--- config.mk ---
export PLATFORM = sky130hd
export DESIGN_NAME = mcu_core_param
export DESIGN_NICKNAME = d
export VERILOG_FILES = /design/src/rtl/mcu_pkg.sv /design/src/rtl/mcu_alu.sv /design/src/rtl/mcu_core_param.sv
export SDC_FILE = /design/constraint.sdc
export NUM_CORES = 1
export LEC_CHECK = 0
export ABC_AREA = 1
export CORE_ASPECT_RATIO = 0.75
export CORE_MARGIN = 4
export CORE_UTILIZATION = 39
export DETAILED_ROUTE_END_ITERATION = 8
export GPL_ROUTABILITY_DRIVEN = 0
export PLACE_DENSITY_LB_ADDON = 0.05
export SYNTH_ARGS = -nofsm -noshare
export SYNTH_HDL_FRONTEND = slang
export SYNTH_HIERARCHICAL = 1
export SYNTH_SLANG_ARGS = --single-unit
--- constraint.sdc ---
create_clock -name clk -period 8.7 [get_ports clk]
set_clock_uncertainty 0.2 [all_clocks]
set_input_delay 0.87 -clock clk [delete_from_list [all_inputs] [get_ports clk]]
set_output_delay 0.87 -clock clk [all_outputs]
set_load 0.005 [all_outputs]
--- src/rtl/mcu_pkg.sv ---
// mcu_pkg: shared types for the parametrised accumulator core.
//   state_t  - core sequencer states (also exported on the state port)
//   opcode_t - 4-bit instruction opcodes held in IR[INSTR_W-1 -: 4]
//   FLAG_*   - bit positions inside the {Z,C} flag register
package mcu_pkg;

  typedef enum logic [2:0] {
    ST_LOAD    = 3'd0,
    ST_FETCH   = 3'd1,
    ST_DECODE  = 3'd2,
    ST_EXECUTE = 3'd3,
    ST_HALT    = 3'd4
  } state_t;

  typedef enum logic [3:0] {
    OP_NOP  = 4'h0,
    OP_LDI  = 4'h1,
    OP_LD   = 4'h2,
    OP_ST   = 4'h3,
    OP_ADD  = 4'h4,
    OP_SUB  = 4'h5,
    OP_AND  = 4'h6,
    OP_ADDI = 4'h7,
    OP_JMP  = 4'h8,
    OP_JZ   = 4'h9,
    OP_JC   = 4'hA,
    OP_HLT  = 4'hF
  } opcode_t;

  localparam int FLAG_C = 0;
  localparam int FLAG_Z = 1;

endpackage

--- src/rtl/mcu_alu.sv ---
// mcu_alu: combinational accumulator ALU.
//   a         - current accumulator
//   b         - operand (immediate K or data register, chosen by the core)
//   op        - opcode being executed
//   flags_in  - {Z,C} before this instruction
//   result    - new accumulator value (a unchanged for non-ALU opcodes)
//   flags_out - {Z,C} after this instruction
module mcu_alu
  import mcu_pkg::*;
#(
  parameter int DATA_W = 8
) (
  input  logic [DATA_W-1:0] a,
  input  logic [DATA_W-1:0] b,
  input  opcode_t           op,
  input  logic [1:0]        flags_in,
  output logic [DATA_W-1:0] result,
  output logic [1:0]        flags_out
);

  logic [DATA_W:0] wide;
  logic            upd_z;

  always_comb begin
    wide      = '0;
    result    = a;
    flags_out = flags_in;
    upd_z     = 1'b0;
    case (op)
      OP_LDI, OP_LD: begin
        result = b;
        upd_z  = 1'b1;
      end
      OP_ADD, OP_ADDI: begin
        wide              = {1'b0, a} + {1'b0, b};
        result            = wide[DATA_W-1:0];
        flags_out[FLAG_C] = wide[DATA_W];
        upd_z             = 1'b1;
      end
      OP_SUB: begin
        // top bit of the widened difference is the borrow
        wide              = {1'b0, a} - {1'b0, b};
        result            = wide[DATA_W-1:0];
        flags_out[FLAG_C] = wide[DATA_W];
        upd_z             = 1'b1;
      end
      OP_AND: begin
        result = a & b;
        upd_z  = 1'b1;
      end
      default: ;
    endcase
    if (upd_z) flags_out[FLAG_Z] = (result == '0);
  end

endmodule

--- src/rtl/mcu_core_param.sv ---
// mcu_core_param: multi-cycle accumulator microcontroller with streamed
// program load.
//   clk, rst            - clock, async active-low reset
//   ld_valid/ready/data/last - program load stream (accepted in LOAD only)
//   run_en              - 0 stalls the core in FETCH
//   reload              - pulse in HALT returns to LOAD
//   pc, acc, flags      - architectural state ({Z,C})
//   halted, state       - status
module mcu_core_param
  import mcu_pkg::*;
#(
  parameter int DATA_W     = 8,
  parameter int PMEM_DEPTH = 16,
  parameter int DMEM_DEPTH = 16,
  localparam int INSTR_W   = DATA_W + 4,
  localparam int PA_W      = $clog2(PMEM_DEPTH),
  localparam int DA_W      = $clog2(DMEM_DEPTH)
) (
  input  logic               clk,
  input  logic               rst,
  input  logic               ld_valid,
  output logic               ld_ready,
  input  logic [INSTR_W-1:0] ld_data,
  input  logic               ld_last,
  input  logic               run_en,
  input  logic               reload,
  output logic [PA_W-1:0]    pc,
  output logic [DATA_W-1:0]  acc,
  output logic [1:0]         flags,
  output logic               halted,
  output logic [2:0]         state
);

  state_t              cur_st, nxt_st;
  logic [PA_W-1:0]     pc_q, load_addr;
  logic [DATA_W-1:0]   acc_q, dr_q;
  logic [1:0]          flags_q;
  logic [INSTR_W-1:0]  ir_q;

  logic [INSTR_W-1:0]  pmem [PMEM_DEPTH];
  logic [DATA_W-1:0]   dmem [DMEM_DEPTH];

  opcode_t             op;
  logic [DATA_W-1:0]   k, alu_b, alu_res;
  logic [1:0]          alu_flags;
  logic                ld_fire, ld_done, br_take;

  assign op = opcode_t'(ir_q[INSTR_W-1 -: 4]);
  assign k  = ir_q[DATA_W-1:0];

  assign ld_ready = (cur_st == ST_LOAD);
  assign ld_fire  = ld_ready && ld_valid;
  // a full memory completes the load even without ld_last
  assign ld_done  = ld_fire && (ld_last || load_addr == PA_W'(PMEM_DEPTH - 1));

  // jump conditions look at flags before this EXECUTE commits
  assign br_take = (op == OP_JMP) ||
                   (op == OP_JZ && flags_q[FLAG_Z]) ||
                   (op == OP_JC && flags_q[FLAG_C]);

  assign alu_b = (op == OP_LDI || op == OP_ADDI) ? k : dr_q;

  mcu_alu #(.DATA_W(DATA_W)) u_alu (
    .a         (acc_q),
    .b         (alu_b),
    .op        (op),
    .flags_in  (flags_q),
    .result    (alu_res),
    .flags_out (alu_flags)
  );

  always_ff @(posedge clk or negedge rst) begin
    if (!rst) cur_st <= ST_LOAD;
    else      cur_st <= nxt_st;
  end

  always_comb begin
    nxt_st = cur_st;
    case (cur_st)
      ST_LOAD:    if (ld_done) nxt_st = ST_FETCH;
      ST_FETCH:   if (run_en)  nxt_st = ST_DECODE;
      ST_DECODE:  nxt_st = ST_EXECUTE;
      ST_EXECUTE: nxt_st = (op == OP_HLT) ? ST_HALT : ST_FETCH;
      ST_HALT:    if (reload)  nxt_st = ST_LOAD;
      default:    nxt_st = ST_LOAD;
    endcase
  end

  always_ff @(posedge clk or negedge rst) begin
    if (!rst) begin
      pc_q      <= '0;
      acc_q     <= '0;
      flags_q   <= '0;
      ir_q      <= '0;
      dr_q      <= '0;
      load_addr <= '0;
    end else begin
      case (cur_st)
        ST_LOAD: begin
          if (ld_fire) load_addr <= ld_done ? '0 : load_addr + PA_W'(1);
          if (ld_done) begin
            pc_q    <= '0;
            acc_q   <= '0;
            flags_q <= '0;
            ir_q    <= '0;
            dr_q    <= '0;
          end
        end
        ST_FETCH:  if (run_en) ir_q <= pmem[pc_q];
        ST_DECODE: dr_q <= dmem[ir_q[DA_W-1:0]];
        ST_EXECUTE: begin
          acc_q   <= alu_res;
          flags_q <= alu_flags;
          // HLT leaves pc pointing at itself
          if (op != OP_HLT) pc_q <= br_take ? k[PA_W-1:0] : pc_q + PA_W'(1);
        end
        ST_HALT:   if (reload) load_addr <= '0;
        default: ;
      endcase
    end
  end

  // memories carry no reset so they map onto plain RAM
  always_ff @(posedge clk) begin
    if (ld_fire) pmem[load_addr] <= ld_data;
    if (cur_st == ST_EXECUTE && op == OP_ST) dmem[k[DA_W-1:0]] <= acc_q;
  end

  assign pc     = pc_q;
  assign acc    = acc_q;
  assign flags  = flags_q;
  assign halted = (cur_st == ST_HALT);
  assign state  = cur_st;

endmodule

==> tab_implementation.tex, run 1 <==
\begin{tabular}{lr}
\hline
Metric & Value \\
\hline
\multicolumn{2}{l}{\textbf{Setup path}} \\
Kind of launch point of the worst setup path & flip-flop \\
Cell class contributing the biggest share of worst-path delay & compound AO/OA/AOI/OAI gates \\
Crit path largest cell delay & 0.64 ns \\
Arrival time at the worst endpoint & 4.04 ns \\
Kind of critical path & flip-flop to flip-flop \\
WP buf/inv & 2 \\
Reg-to-reg startpoint & ir\_q[10] \\
Worst path slowest cell & sky130\_fd\_sc\_hd\_\_o21ai\_0 \\
Critical-path maximum fanout & 16 \\
Worst-path cell chain & inv\_1, a21oi\_1, o21ai\_1, o21ai\_0, inv\_1, fa\_1, nor2\_1, nor2\_1, nand2\_1, nand3\_1, nor2\_2, nand2\_1, nor2\_1, nand3\_1, nor2\_1, nand2\_1, nand2\_1, nand2\_1, o21ai\_0 \\
Worst EP required & 8.95 ns \\
Beginning of the critical path & ir\_q[10] \\
Crit path top cell by count & sky130\_fd\_sc\_hd\_\_nand2\_1 \\
Capturing element type of the critical path & flip-flop \\
\multicolumn{2}{l}{\textbf{Cells and area}} \\
Share of cells above drive strength 1 & 0.06268 \\
Final cell count without fillers & 2,300 \\
Number of filler cells placed in the layout & 3,929 \\
N\_diodes & 0 \\
Syn-to-layout area delta & 12.47\% \\
Final-stage net count & 1,750 \\
Final core occ & 0.4486 \\
\multicolumn{2}{l}{\textbf{Route}} \\
Average wire per cell in the routed design & 19.37 um \\
Router iterations before antenna repair & 5 \\
Routed WL & 44.56 mm \\
Mean number of vias per cell & 4.923 \\
Detailed-route DRC error count & 0 \\
Count of nets left with antenna violations after detail routing & 0 \\
Overall via count from detail\_route & 11,320 \\
1st-iter DRT viols & 1,142 \\
\multicolumn{2}{l}{\textbf{Status}} \\
Outcome & finished, final reports clean \\
\multicolumn{2}{l}{\textbf{Logic synthesis}} \\
Post-synth design cell area & 0.01645 mm\^{}2 \\
Main flop type after synthesis & sky130\_fd\_sc\_hd\_\_edfxtp\_1 \\
FF+latch count, synth & 361 \\
FFs w/ async S/R, synth & 0.1136 \\
Synthesized instance count & 1,680 \\
Portion of the post-synthesis area used by sequential elements & 0.6466 \\
Synth unique cells & 35 \\
Net count after synthesis & 1,721 \\
Area leader, netlist & sky130\_fd\_sc\_hd\_\_edfxtp\_1 \\
EDFF count, synth & 320 \\
Total of warnings raised by yosys & 6 \\
Area share of the largest cell type after synthesis & 0.5842 \\
Mean area per synthesized cell & 9.791 um\^{}2 \\
Leading cell types by total area after synthesis & sky130\_fd\_sc\_hd\_\_edfxtp\_1, sky130\_fd\_sc\_hd\_\_nand2\_1, sky130\_fd\_sc\_hd\_\_dfrtp\_1 \\
\multicolumn{2}{l}{\textbf{Pwr}} \\
Post-route total power & 5551 uW \\
Power per unit of standard cell area & 300.1 mW/mm\^{}2 \\
Leakage power summed over all cells & 0.007694 uW \\
Peak supply drop & 0.0001718 V \\
\multicolumn{2}{l}{\textbf{Timing}} \\
Number of setup violations in the final report & 0 \\
Max Transition Viols Final & 0 \\
Transition time of the tightest slew-check pin & 1.106 ns \\
Normalized max-slew margin & 0.2617 \\
Final worst-path cycle share & 0.4354 \\
Unrepaired setup endpoints after global routing & false \\
Achievable clock frequency & 0.2640 GHz \\
Final critical path time including I/O delays and setup & 3.788 ns \\
Post-Route Setup TNS & 0 ns \\
Final hold viol count & 0 \\
\multicolumn{2}{l}{\textbf{CTS}} \\
CTS Root Cell & sky130\_fd\_sc\_hd\_\_clkbuf\_16 \\
Number of buffers inserted during clock tree synthesis & 39 \\
Clock tree sinks & 361 \\
Count of hold buffers inserted by post-cts repair & 0 \\
Maximum root-to-sink buffer count & 3 \\
Clock tree from TritonCTS & yes \\
Latest clock arrival within the worst-skew pair & 0.53 ns \\
Clock Pin Slew Worst Setup and Hold Paths & 0.06 ns \\
Total setup buffers inserted after CTS & 0 \\
Cts repair resizes & 0 \\
Deepest level of the CTS H-tree & 2 \\
\multicolumn{2}{l}{\textbf{Die}} \\
Std-Cell Core Area & 0.04124 mm\^{}2 \\
Height of the chip & 185.9 um \\
Die width & 245.1 um \\
Die area & 0.04556 mm\^{}2 \\
Initial core utilization & 0.3988 \\
Row cnt & 64 \\
I/O pin count & 37 \\
\multicolumn{2}{l}{\textbf{Global route}} \\
Aggregate global routing overflow & 0 \\
Total track usage & 0.1967 \\
Initial antenna violation count & 1 \\
Maximum number of pins on one net before global-route repair & 69 \\
Number of global-route vias before repair & 10,720 \\
Wire length of the first global-routing pass & 67.97 mm \\
\multicolumn{2}{l}{\textbf{Placed design}} \\
IO Port Bufs & 36 \\
Cell Count Post-Placement & 2,229 \\
HPWL after DPL & 27.54 mm \\
\multicolumn{2}{l}{\textbf{Worst hold path}} \\
Kind of path behind the tightest hold check & primary input to async pin \\
\multicolumn{2}{l}{\textbf{Run}} \\
Count of maximum capacitance violations & 0 \\
\hline
\end{tabular}
## registers in the layout, indices dropped and copies added (netlist names)
name / cells
pmem: 192
dmem: 128
ir_q: 12
acc: 8
dr_q: 8
load_addr: 4
pc: 4
state: 3
flags: 2
## worst paths after layout
check	end	slack [ns]	cells after the start
worst min register to register	ir_q[4]	0.28	2
min in group clk	ir_q[4]	0.28	2
worst max register to register	flags[1]	4.91	19
worst min-delay path	acc[5]	0.28	1
worst max-delay path	flags[1]	4.91	19
max in group asynchronous	pc[0]	7.29	1
## metal layers
metal  vias up  share of wire  track usage
li1       5559              -            -
met1      5387           0.53       0.3220
met2       319           0.40       0.2753
met3        58          0.056      0.02851
met4         0          0.017      0.04015
met5         -              0            0
## placed cells by master (no fill, tap or decap), types with 14 or more instances in the layout
master                            synthesis  layout
sky130_fd_sc_hd__nand2_1                744     744
sky130_fd_sc_hd__clkdlybuf4s50_1          0      35
sky130_fd_sc_hd__inv_1                  111     111
sky130_fd_sc_hd__nor2_1                 114     103
sky130_fd_sc_hd__ha_1                    21      21
sky130_fd_sc_hd__o211ai_1                16      16
sky130_fd_sc_hd__nand3_1                134     134
sky130_fd_sc_hd__clkbuf_1                14      14
sky130_fd_sc_hd__clkbuf_16                0      40
sky130_fd_sc_hd__nor2_2                   3      14
sky130_fd_sc_hd__o21ai_0                 36      36
sky130_fd_sc_hd__edfxtp_1               320     320
sky130_fd_sc_hd__buf_4                   13      20
sky130_fd_sc_hd__dfrtp_1                 41      39
## synth_stat cells (2+ instances only)
cell type,instances
sky130_fd_sc_hd__xor2_1,3
sky130_fd_sc_hd__inv_2,6
sky130_fd_sc_hd__buf_1,2
sky130_fd_sc_hd__ha_1,21
sky130_fd_sc_hd__nand3_1,134
sky130_fd_sc_hd__nor2_4,3
sky130_fd_sc_hd__nand4_1,5
sky130_fd_sc_hd__nand2_2,3
sky130_fd_sc_hd__nor2_2,3
sky130_fd_sc_hd__edfxtp_1,320
sky130_fd_sc_hd__nor2_1,114
sky130_fd_sc_hd__buf_6,4
sky130_fd_sc_hd__dfrtp_1,41
sky130_fd_sc_hd__o21ai_1,10
sky130_fd_sc_hd__o21ai_0,36
sky130_fd_sc_hd__o22ai_1,2
sky130_fd_sc_hd__nor3_1,3
sky130_fd_sc_hd__buf_4,13
sky130_fd_sc_hd__nand2_1,744
sky130_fd_sc_hd__inv_1,111
sky130_fd_sc_hd__clkbuf_1,14
sky130_fd_sc_hd__fa_1,2
sky130_fd_sc_hd__buf_2,34
sky130_fd_sc_hd__o211ai_1,16
sky130_fd_sc_hd__nand2_4,5
sky130_fd_sc_hd__nand3b_1,11
sky130_fd_sc_hd__a21oi_1,12
## report_power, final
group / switching (uW) / total, uW / internal, uW
combinational: 1270 / 1780 / 504
sequential: 135 / 2200 / 2060
clock: 685 / 1580 / 891
total: 2090 / 5550 / 3460
## per-stage QoR
step	worst slack (ns)	hold WS [ns]	area, um^2
5_1_grt	4.491	0.3043	18500
3_5_place_dp	4.932	0.2718	17310
3_3_place_gp	4.994	0.2710	17310
6_report	4.912	0.2801	18500
4_1_cts	4.907	0.2871	18500
2_1_floorplan	5.560	0.2488	16450
## cells by family (layout without fill, tap and decap cells)
group / count (synthesis) / count (layout) / synth area share
simple gates: 1029 / 1029 / 0.2561
flops: 361 / 361 / 0.6466
buf+inv: 186 / 245 / 0.04990
compound gates: 77 / 77 / 0.02685
fa+ha+maj: 23 / 23 / 0.01841
xor+xnor: 4 / 4 / 0.002130
## area by class of cell
class | count | area [um^2] | share of cell area
sequential | 361 | 10640 | 0.5752
multi-input combinational | 1133 | 5020 | 0.2714
clock buffer | 55 | 1067 | 0.05769
tap | 561 | 701.9 | 0.03794
timing repair buffer | 56 | 505.5 | 0.02732
inverter | 118 | 442.9 | 0.02394
clock inverter | 16 | 121.4 | 0.006561
(Power assumes the default switching activity.)
==> run 2, diff against run 1 <==
- clock period: 8.7 -> 3.4 ns (I/O delays scaled with it)
==> run 2 against run 1 <==
Compared with the run above:
- register-to-register slack worse by 4.6 ns
- critical endpoint unchanged
- combinational power rose to 2.7 times the previous value
- non-clock buffer count up 49
- maximum frequency up 23%
- die area unchanged
- via count up 1.1%
- largest power group unchanged
- largest cell class unchanged
==> tab_implementation.tex, run 2 (synthesis gave the netlist of run 1 again) <==
\begin{tabular}{lr}
\hline
Metric & Value \\
\hline
\multicolumn{2}{l}{\textbf{Cells and area}} \\
Most frequent cells in the layout & sky130\_fd\_sc\_hd\_\_nand2\_1, sky130\_fd\_sc\_hd\_\_edfxtp\_1, sky130\_fd\_sc\_hd\_\_nand3\_1, sky130\_fd\_sc\_hd\_\_nor2\_1, sky130\_fd\_sc\_hd\_\_inv\_1 \\
Final cell count without fillers & 2,346 (+2.0\%) \\
Number of flip-flops under the largest register name & 192 (unchanged) \\
Register with the most flip-flops & pmem \\
Number of filler cells placed in the layout & 3,948 (+0.48\%) \\
Most common cell after layout, fill and taps aside & sky130\_fd\_sc\_hd\_\_nand2\_1 \\
Share of cells above drive strength 1 & 0.08235 (+0.01967) \\
Syn-to-layout area delta & 14.91\% \\
Final-stage net count & 1,799 (+2.8\%) \\
N\_diodes & 0 (unchanged) \\
\multicolumn{2}{l}{\textbf{CTS}} \\
Clock tree from TritonCTS & yes \\
Maximum root-to-sink buffer count & 3 (unchanged) \\
Clock Pin Slew Worst Setup and Hold Paths & 0.06 ns (about the same) \\
Number of buffers inserted during clock tree synthesis & 39 (unchanged) \\
Deepest level of the CTS H-tree & 2 (unchanged) \\
Latest clock arrival within the worst-skew pair & 0.53 ns (about the same) \\
Clock tree sinks & 361 (unchanged) \\
CTS Root Cell & sky130\_fd\_sc\_hd\_\_clkbuf\_16 \\
Total setup buffers inserted after CTS & 0 (unchanged) \\
\multicolumn{2}{l}{\textbf{Die}} \\
Row cnt & 64 (unchanged) \\
Die area & 0.04556 mm\^{}2 (unchanged) \\
I/O pin count & 37 (unchanged) \\
Std-Cell Core Area & 0.04124 mm\^{}2 (unchanged) \\
Die width & 245.1 um (unchanged) \\
Height of the chip & 185.9 um (unchanged) \\
Initial core utilization & 0.3988 (unchanged) \\
\multicolumn{2}{l}{\textbf{Setup path}} \\
Reg2Reg Depth & 21 (+2) \\
Reg2Reg Capture Point & flags[1] \\
Kind of launch point of the worst setup path & flip-flop \\
Reg-to-reg startpoint & ir\_q[9] \\
Arrival time at the worst endpoint & 3.32 ns (-0.72 ns) \\
Capturing element type of the critical path & flip-flop \\
Setup slack of the worst register-to-register path & 0.33 ns (-4.59 ns) \\
Worst EP required & 3.64 ns (-5.31 ns) \\
Beginning of the critical path & ir\_q[9] \\
Critical-path maximum fanout & 16 (unchanged) \\
Kind of critical path & flip-flop to flip-flop \\
Worst Setup EP & flags[1] \\
\multicolumn{2}{l}{\textbf{Global route}} \\
Wire length of the first global-routing pass & 68.58 mm (+0.89\%) \\
Maximum number of pins on one net before global-route repair & 68 (-1.4\%) \\
Routing layer with the top usage in global route & met1 \\
Total track usage & 0.1983 (+0.001617) \\
Aggregate global routing overflow & 0 (unchanged) \\
Met3 GRT Util & 0.02491 (-0.003600) \\
Routing usage on met1 & 0.3243 (+0.002340) \\
Number of global-route vias before repair & 10,940 (+2.1\%) \\
Initial antenna violation count & 0 (-1) \\
Routing usage on met2 & 0.2821 (+0.006810) \\
\multicolumn{2}{l}{\textbf{Pwr}} \\
Internal portion of total power & 9139 uW (+160\%) \\
Leakage power summed over all cells & 0.007987 uW (+3.8\%) \\
Portion of total power attributed to sequential cells & 0.379 (-0.017) \\
Power per unit of standard cell area & 764.1 mW/mm\^{}2 (+150\%) \\
Post-route total power & 14,440 uW (+160\%) \\
Net load switching power & 5304 uW (+150\%) \\
Share of total power in combinational logic & 0.330 (+0.010) \\
Clock share of power & 0.291 (+0.007) \\
Switching share of power & 0.3672 (-0.009973) \\
Peak supply drop & 0.0004982 V (+190\%) \\
\multicolumn{2}{l}{\textbf{Timing}} \\
Post-Route Setup TNS & 0 ns (unchanged) \\
Transition time of the tightest slew-check pin & 1.020 ns (-0.08643 ns) \\
Final hold viol count & 0 (unchanged) \\
Achievable clock frequency & 0.3252 GHz (+23\%) \\
Final critical path time including I/O delays and setup & 3.075 ns (-0.7132 ns) \\
Max Transition Viols Final & 0 (unchanged) \\
Number of setup violations in the final report & 0 (unchanged) \\
Normalized max-slew margin & 0.3201 (+0.05843) \\
Final worst-path cycle share & 0.9044 (+0.4690) \\
Unrepaired setup endpoints after global routing & false \\
\multicolumn{2}{l}{\textbf{Worst hold path}} \\
Kind of path behind the tightest hold check & flip-flop to flip-flop \\
Hold Path Cell Cnt & 2 \\
Hold Startpoint & ir\_q[7] \\
\multicolumn{2}{l}{\textbf{Route}} \\
1st-iter DRT viols & 1,079 (-5.5\%) \\
Detailed-route DRC error count & 0 (unchanged) \\
Count of nets left with antenna violations after detail routing & 0 (unchanged) \\
Router iterations before antenna repair & 5 (unchanged) \\
Routed WL & 44.92 mm (+0.81\%) \\
Overall via count from detail\_route & 11,450 (+1.1\%) \\
Mean number of vias per cell & 4.882 (-0.84\%) \\
Average wire per cell in the routed design & 19.15 um (-1.2\%) \\
\multicolumn{2}{l}{\textbf{Placed design}} \\
IO Port Bufs & 36 (unchanged) \\
HPWL after DPL & 27.81 mm (+1.0\%) \\
Cell Count Post-Placement & 2,277 (+2.2\%) \\
\multicolumn{2}{l}{\textbf{Run}} \\
Count of maximum capacitance violations & 0 (unchanged) \\
\multicolumn{2}{l}{\textbf{Status}} \\
Outcome & finished, final reports clean \\
\hline
\end{tabular}
[run 2: area by class of cell]
| class | instances | area, um^2 | share of cell area |
|---|---|---|---|
| timing repair buffer | 105 | 888.4 | 0.04700 |
| clock inverter | 19 | 196.4 | 0.01039 |
| inverter | 118 | 442.9 | 0.02343 |
| multi-input combinational | 1133 | 4996 | 0.2643 |
| sequential | 361 | 10640 | 0.5630 |
| tap | 561 | 701.9 | 0.03714 |
| clock buffer | 49 | 1035 | 0.05475 |
[run 2: worst min path at each step]
stage / to
6_report: ir_q[7]
5_1_grt: ir_q[7]
4_1_cts: ir_q[7]
3_5_place_dp: ir_q[7]
3_3_place_gp: ir_q[7]
2_1_floorplan: acc[0]
[run 2: timing repair]
item                                   CTS  global route
gates resized for setup                  0             4
setup endpoints to repair                0             1
hold buffers                             1             0
endpoints found under the hold margin   41             0
[run 2: stage by stage]
stage	utilization	hold slack [ns]	area [um^2]	worst slack [ns]
after floorplan	-	-0.1556	16450	0.2601
after global placement	0.4281	0.2732	17660	0.1801
after detailed placement	0.4281	0.2675	17660	0.1900
after CTS	0.4582	0.2826	18900	0.1568
after global routing	0.4583	0.3105	18900	0.01068
final	0.4583	0.2791	18900	0.3251
[run 2: routing by layer]
| metal | share of wire | vias up |
|---|---|---|
| met5 | 0 | - |
| li1 | - | 5657 |
| met1 | 0.53 | 5487 |
| met3 | 0.047 | 58 |
| met2 | 0.41 | 250 |
| met4 | 0.015 | 0 |
[run 2: worst max-delay path: stages, from the launching register on]
cell                      delay [ns]
sky130_fd_sc_hd__dfrtp_1        0.38
sky130_fd_sc_hd__buf_4          0.16
sky130_fd_sc_hd__o21ai_1        0.12
sky130_fd_sc_hd__buf_4          0.21
sky130_fd_sc_hd__nand2_1        0.08
sky130_fd_sc_hd__o21ai_2        0.08
sky130_fd_sc_hd__ha_1           0.19
sky130_fd_sc_hd__inv_1          0.08
sky130_fd_sc_hd__fa_1           0.42
sky130_fd_sc_hd__nor2_1         0.12
sky130_fd_sc_hd__nor2_1         0.05
sky130_fd_sc_hd__nand2_1        0.06
sky130_fd_sc_hd__nand3_1        0.08
sky130_fd_sc_hd__nor2_2         0.10
sky130_fd_sc_hd__nand2_1        0.06
sky130_fd_sc_hd__nor2_1         0.13
sky130_fd_sc_hd__nand3_1        0.12
sky130_fd_sc_hd__nor2_1         0.11
sky130_fd_sc_hd__nand2_1        0.06
sky130_fd_sc_hd__nand2_1        0.05
sky130_fd_sc_hd__nand2_1        0.04
sky130_fd_sc_hd__o21ai_0        0.08
[run 2: power groups by stage]
stage	Clock, uW	Sequential [uW]	Combinational, uW
final	4200	5480	4770
after global routing	4480	5510	5390
after CTS	4300	5480	4800
after detailed placement	0	5570	4780
after global placement	0	5570	4780
after floorplan	0	5610	3100
==> run 3, diff against run 2 <==
- MAX_ROUTING_LAYER: default -> met4
==> run 3 against run 2 <==
Compared with the run above:
- clock-buffer cell count is the same
- wire length about the same
- worst hold slack better by 0.00076 ns
- non-clock buffer count is the same
- global-route usage increased by 0.57 points
- highest routed layer unchanged
- sequential power about the same
- critical path depth is 2 lower
- core utilization unchanged
==> tab_implementation.tex, run 3 (synthesis gave the netlist of run 1 again) <==
\begin{tabular}{lr}
\hline
Metric & Value \\
\hline
\multicolumn{2}{l}{\textbf{Worst hold path}} \\
Hold Path Cell Cnt & 2 (unchanged) \\
Kind of path behind the tightest hold check & flip-flop to flip-flop \\
Hold Startpoint & ir\_q[7] \\
\multicolumn{2}{l}{\textbf{CTS}} \\
CTS Root Cell & sky130\_fd\_sc\_hd\_\_clkbuf\_16 \\
Maximum root-to-sink buffer count & 3 (unchanged) \\
Number of buffers inserted during clock tree synthesis & 39 (unchanged) \\
Clock tree from TritonCTS & yes \\
Latest clock arrival within the worst-skew pair & 0.53 ns (about the same) \\
Clock Pin Slew Worst Setup and Hold Paths & 0.06 ns (about the same) \\
Deepest level of the CTS H-tree & 2 (unchanged) \\
Clock tree sinks & 361 (unchanged) \\
Total setup buffers inserted after CTS & 0 (unchanged) \\
\multicolumn{2}{l}{\textbf{Pwr}} \\
Peak supply drop & 0.0004921 V (-1.2\%) \\
Post-route total power & 14,440 uW (about the same) \\
Leakage power summed over all cells & 0.007987 uW (unchanged) \\
Power per unit of standard cell area & 764.0 mW/mm\^{}2 (about the same) \\
\multicolumn{2}{l}{\textbf{Setup path}} \\
Kind of launch point of the worst setup path & flip-flop \\
Capturing element type of the critical path & flip-flop \\
Beginning of the critical path & ir\_q[11] \\
Kind of critical path & flip-flop to flip-flop \\
Reg2Reg Depth & 19 (-9.5\%) \\
Arrival time at the worst endpoint & 3.30 ns (-0.02 ns) \\
Reg-to-reg startpoint & ir\_q[11] \\
Critical-path maximum fanout & 16 (unchanged) \\
Worst EP required & 3.60 ns (-0.04 ns) \\
\multicolumn{2}{l}{\textbf{Cells and area}} \\
Number of filler cells placed in the layout & 3,948 (unchanged) \\
Register with the most flip-flops & pmem \\
Number of flip-flops under the largest register name & 192 (unchanged) \\
Finished Cell Area & 0.01890 mm\^{}2 (unchanged) \\
Most frequent cells in the layout & sky130\_fd\_sc\_hd\_\_nand2\_1, sky130\_fd\_sc\_hd\_\_edfxtp\_1, sky130\_fd\_sc\_hd\_\_nand3\_1, sky130\_fd\_sc\_hd\_\_nor2\_1, sky130\_fd\_sc\_hd\_\_inv\_1 \\
Syn-to-layout area delta & 14.91\% (unchanged) \\
N\_diodes & 0 (unchanged) \\
Final-stage net count & 1,799 (unchanged) \\
Most common cell after layout, fill and taps aside & sky130\_fd\_sc\_hd\_\_nand2\_1 \\
Share of cells above drive strength 1 & 0.08235 (unchanged) \\
\multicolumn{2}{l}{\textbf{Die}} \\
Initial core utilization & 0.3988 (unchanged) \\
Std-Cell Core Area & 0.04124 mm\^{}2 (unchanged) \\
Die width & 245.1 um (unchanged) \\
I/O pin count & 37 (unchanged) \\
Die area & 0.04556 mm\^{}2 (unchanged) \\
Height of the chip & 185.9 um (unchanged) \\
Row cnt & 64 (unchanged) \\
\multicolumn{2}{l}{\textbf{Timing}} \\
Number of setup violations in the final report & 0 (unchanged) \\
Post-Route Setup TNS & 0 ns (unchanged) \\
Unrepaired setup endpoints after global routing & false \\
Final critical path time including I/O delays and setup & 3.104 ns (+0.02882 ns) \\
Achievable clock frequency & 0.3222 GHz (-0.93\%) \\
Final hold viol count & 0 (unchanged) \\
Max Transition Viols Final & 0 (unchanged) \\
Transition time of the tightest slew-check pin & 0.9926 ns (-0.02718 ns) \\
Final worst-path cycle share & 0.9129 (+0.008476) \\
Normalized max-slew margin & 0.3382 (+0.01812) \\
\multicolumn{2}{l}{\textbf{Route}} \\
Routed WL & 44.89 mm (about the same) \\
Count of nets left with antenna violations after detail routing & 0 (unchanged) \\
Wire length on met1 & 23.96 mm (+0.37\%) \\
1st-iter DRT viols & 992 (-8.1\%) \\
Overall via count from detail\_route & 11,450 (-0.026\%) \\
Average wire per cell in the routed design & 19.13 um (about the same) \\
Router iterations before antenna repair & 5 (unchanged) \\
Detailed-route DRC error count & 0 (unchanged) \\
Mean number of vias per cell & 4.880 (about the same) \\
Routed wire length on met3 & 2.092 mm (-0.99\%) \\
Met2 WL & 18.22 mm (-0.16\%) \\
Highest Signal Layer & met4 \\
\multicolumn{2}{l}{\textbf{Global route}} \\
Maximum number of pins on one net before global-route repair & 68 (unchanged) \\
Initial antenna violation count & 0 (unchanged) \\
Aggregate global routing overflow & 0 (unchanged) \\
Number of global-route vias before repair & 10,960 (+0.11\%) \\
Total track usage & 0.2040 (+0.005679) \\
Wire length of the first global-routing pass & 68.54 mm (about the same) \\
\multicolumn{2}{l}{\textbf{Run}} \\
Count of maximum capacitance violations & 0 (unchanged) \\
\multicolumn{2}{l}{\textbf{Placed design}} \\
IO Port Bufs & 36 (unchanged) \\
HPWL after DPL & 27.81 mm (unchanged) \\
Standard cell area after detailed placement & 0.01766 mm\^{}2 (unchanged) \\
\multicolumn{2}{l}{\textbf{Status}} \\
Outcome & finished, final reports clean \\
\hline
\end{tabular}
-- run 3: final timing paths --
kind	endpoint	slack (ns)
max	flags[1]	0.30
min	ir_q[7]	0.28
max reg2reg	flags[1]	0.30
min reg2reg	ir_q[7]	0.28
max in group asynchronous	pc[0]	1.95
min in group asynchronous	acc[6]	0.31
-- run 3: cell type report --
type / count / area, um^2 / share of cell area
sequential: 361 / 10640 / 0.5630
clock buffer: 49 / 1035 / 0.05475
clock inverter: 19 / 196.4 / 0.01039
tap: 561 / 701.9 / 0.03714
inverter: 118 / 442.9 / 0.02343
multi-input combinational: 1133 / 4996 / 0.2643
timing repair buffer: 105 / 888.4 / 0.04700
-- run 3: where the power goes --
part	total [uW]	internal, uW	leakage (uW)	switching [uW]
clock	4190	2460	0.000598	1730
combinational	4770	1410	0.00394	3360
sequential	5480	5280	0.00345	204
total	14400	9140	0.00799	5300
-- run 3: timing repair --
item / in CTS / in global routing
hold buffers: 1 / 0
hold endpoints to repair: 41 / 0
resized for setup: 0 / 4
setup endpoints to repair: 0 / 1
-- run 3: per-stage QoR --
step / hold slack (ns) / worst slack, ns / util / instances
3_3_place_gp: 0.2732 / 0.1801 / 0.4281 / 2277
5_1_grt: 0.3105 / 0.01068 / 0.4583 / 2346
3_5_place_dp: 0.2675 / 0.1900 / 0.4281 / 2277
6_report: 0.2798 / 0.2963 / 0.4583 / 2346
2_1_floorplan: -0.1556 / 0.2601 / - / 1680
4_1_cts: 0.2826 / 0.1568 / 0.4582 / 2346
-- run 3: worst max-delay path, cell delays in order, from the launching register on --
cell and delay, ns:
sky130_fd_sc_hd__dfrtp_1 0.37, sky130_fd_sc_hd__inv_1 0.07, sky130_fd_sc_hd__nand2_1 0.05, sky130_fd_sc_hd__a21oi_1 0.10
sky130_fd_sc_hd__o21ai_1 0.08, sky130_fd_sc_hd__buf_4 0.18, sky130_fd_sc_hd__o21ai_0 0.43, sky130_fd_sc_hd__inv_1 0.09
sky130_fd_sc_hd__ha_1 0.44, sky130_fd_sc_hd__inv_1 0.13, sky130_fd_sc_hd__a21oi_1 0.18, sky130_fd_sc_hd__nand2_1 0.08
sky130_fd_sc_hd__nand2_1 0.07, sky130_fd_sc_hd__nand3_1 0.07, sky130_fd_sc_hd__nand4_1 0.14, sky130_fd_sc_hd__nor2_1 0.06
sky130_fd_sc_hd__nand2_1 0.06, sky130_fd_sc_hd__nand2_1 0.05, sky130_fd_sc_hd__nand2_1 0.05, sky130_fd_sc_hd__o21ai_0 0.07
-- run 3: routing by layer --
metal | vias to the layer above | global-route usage
met5 | - | -
li1 | 5656 | -
met3 | 52 | 0.02477
met4 | 0 | 0.03809
met2 | 238 | 0.2836
met1 | 5503 | 0.3220
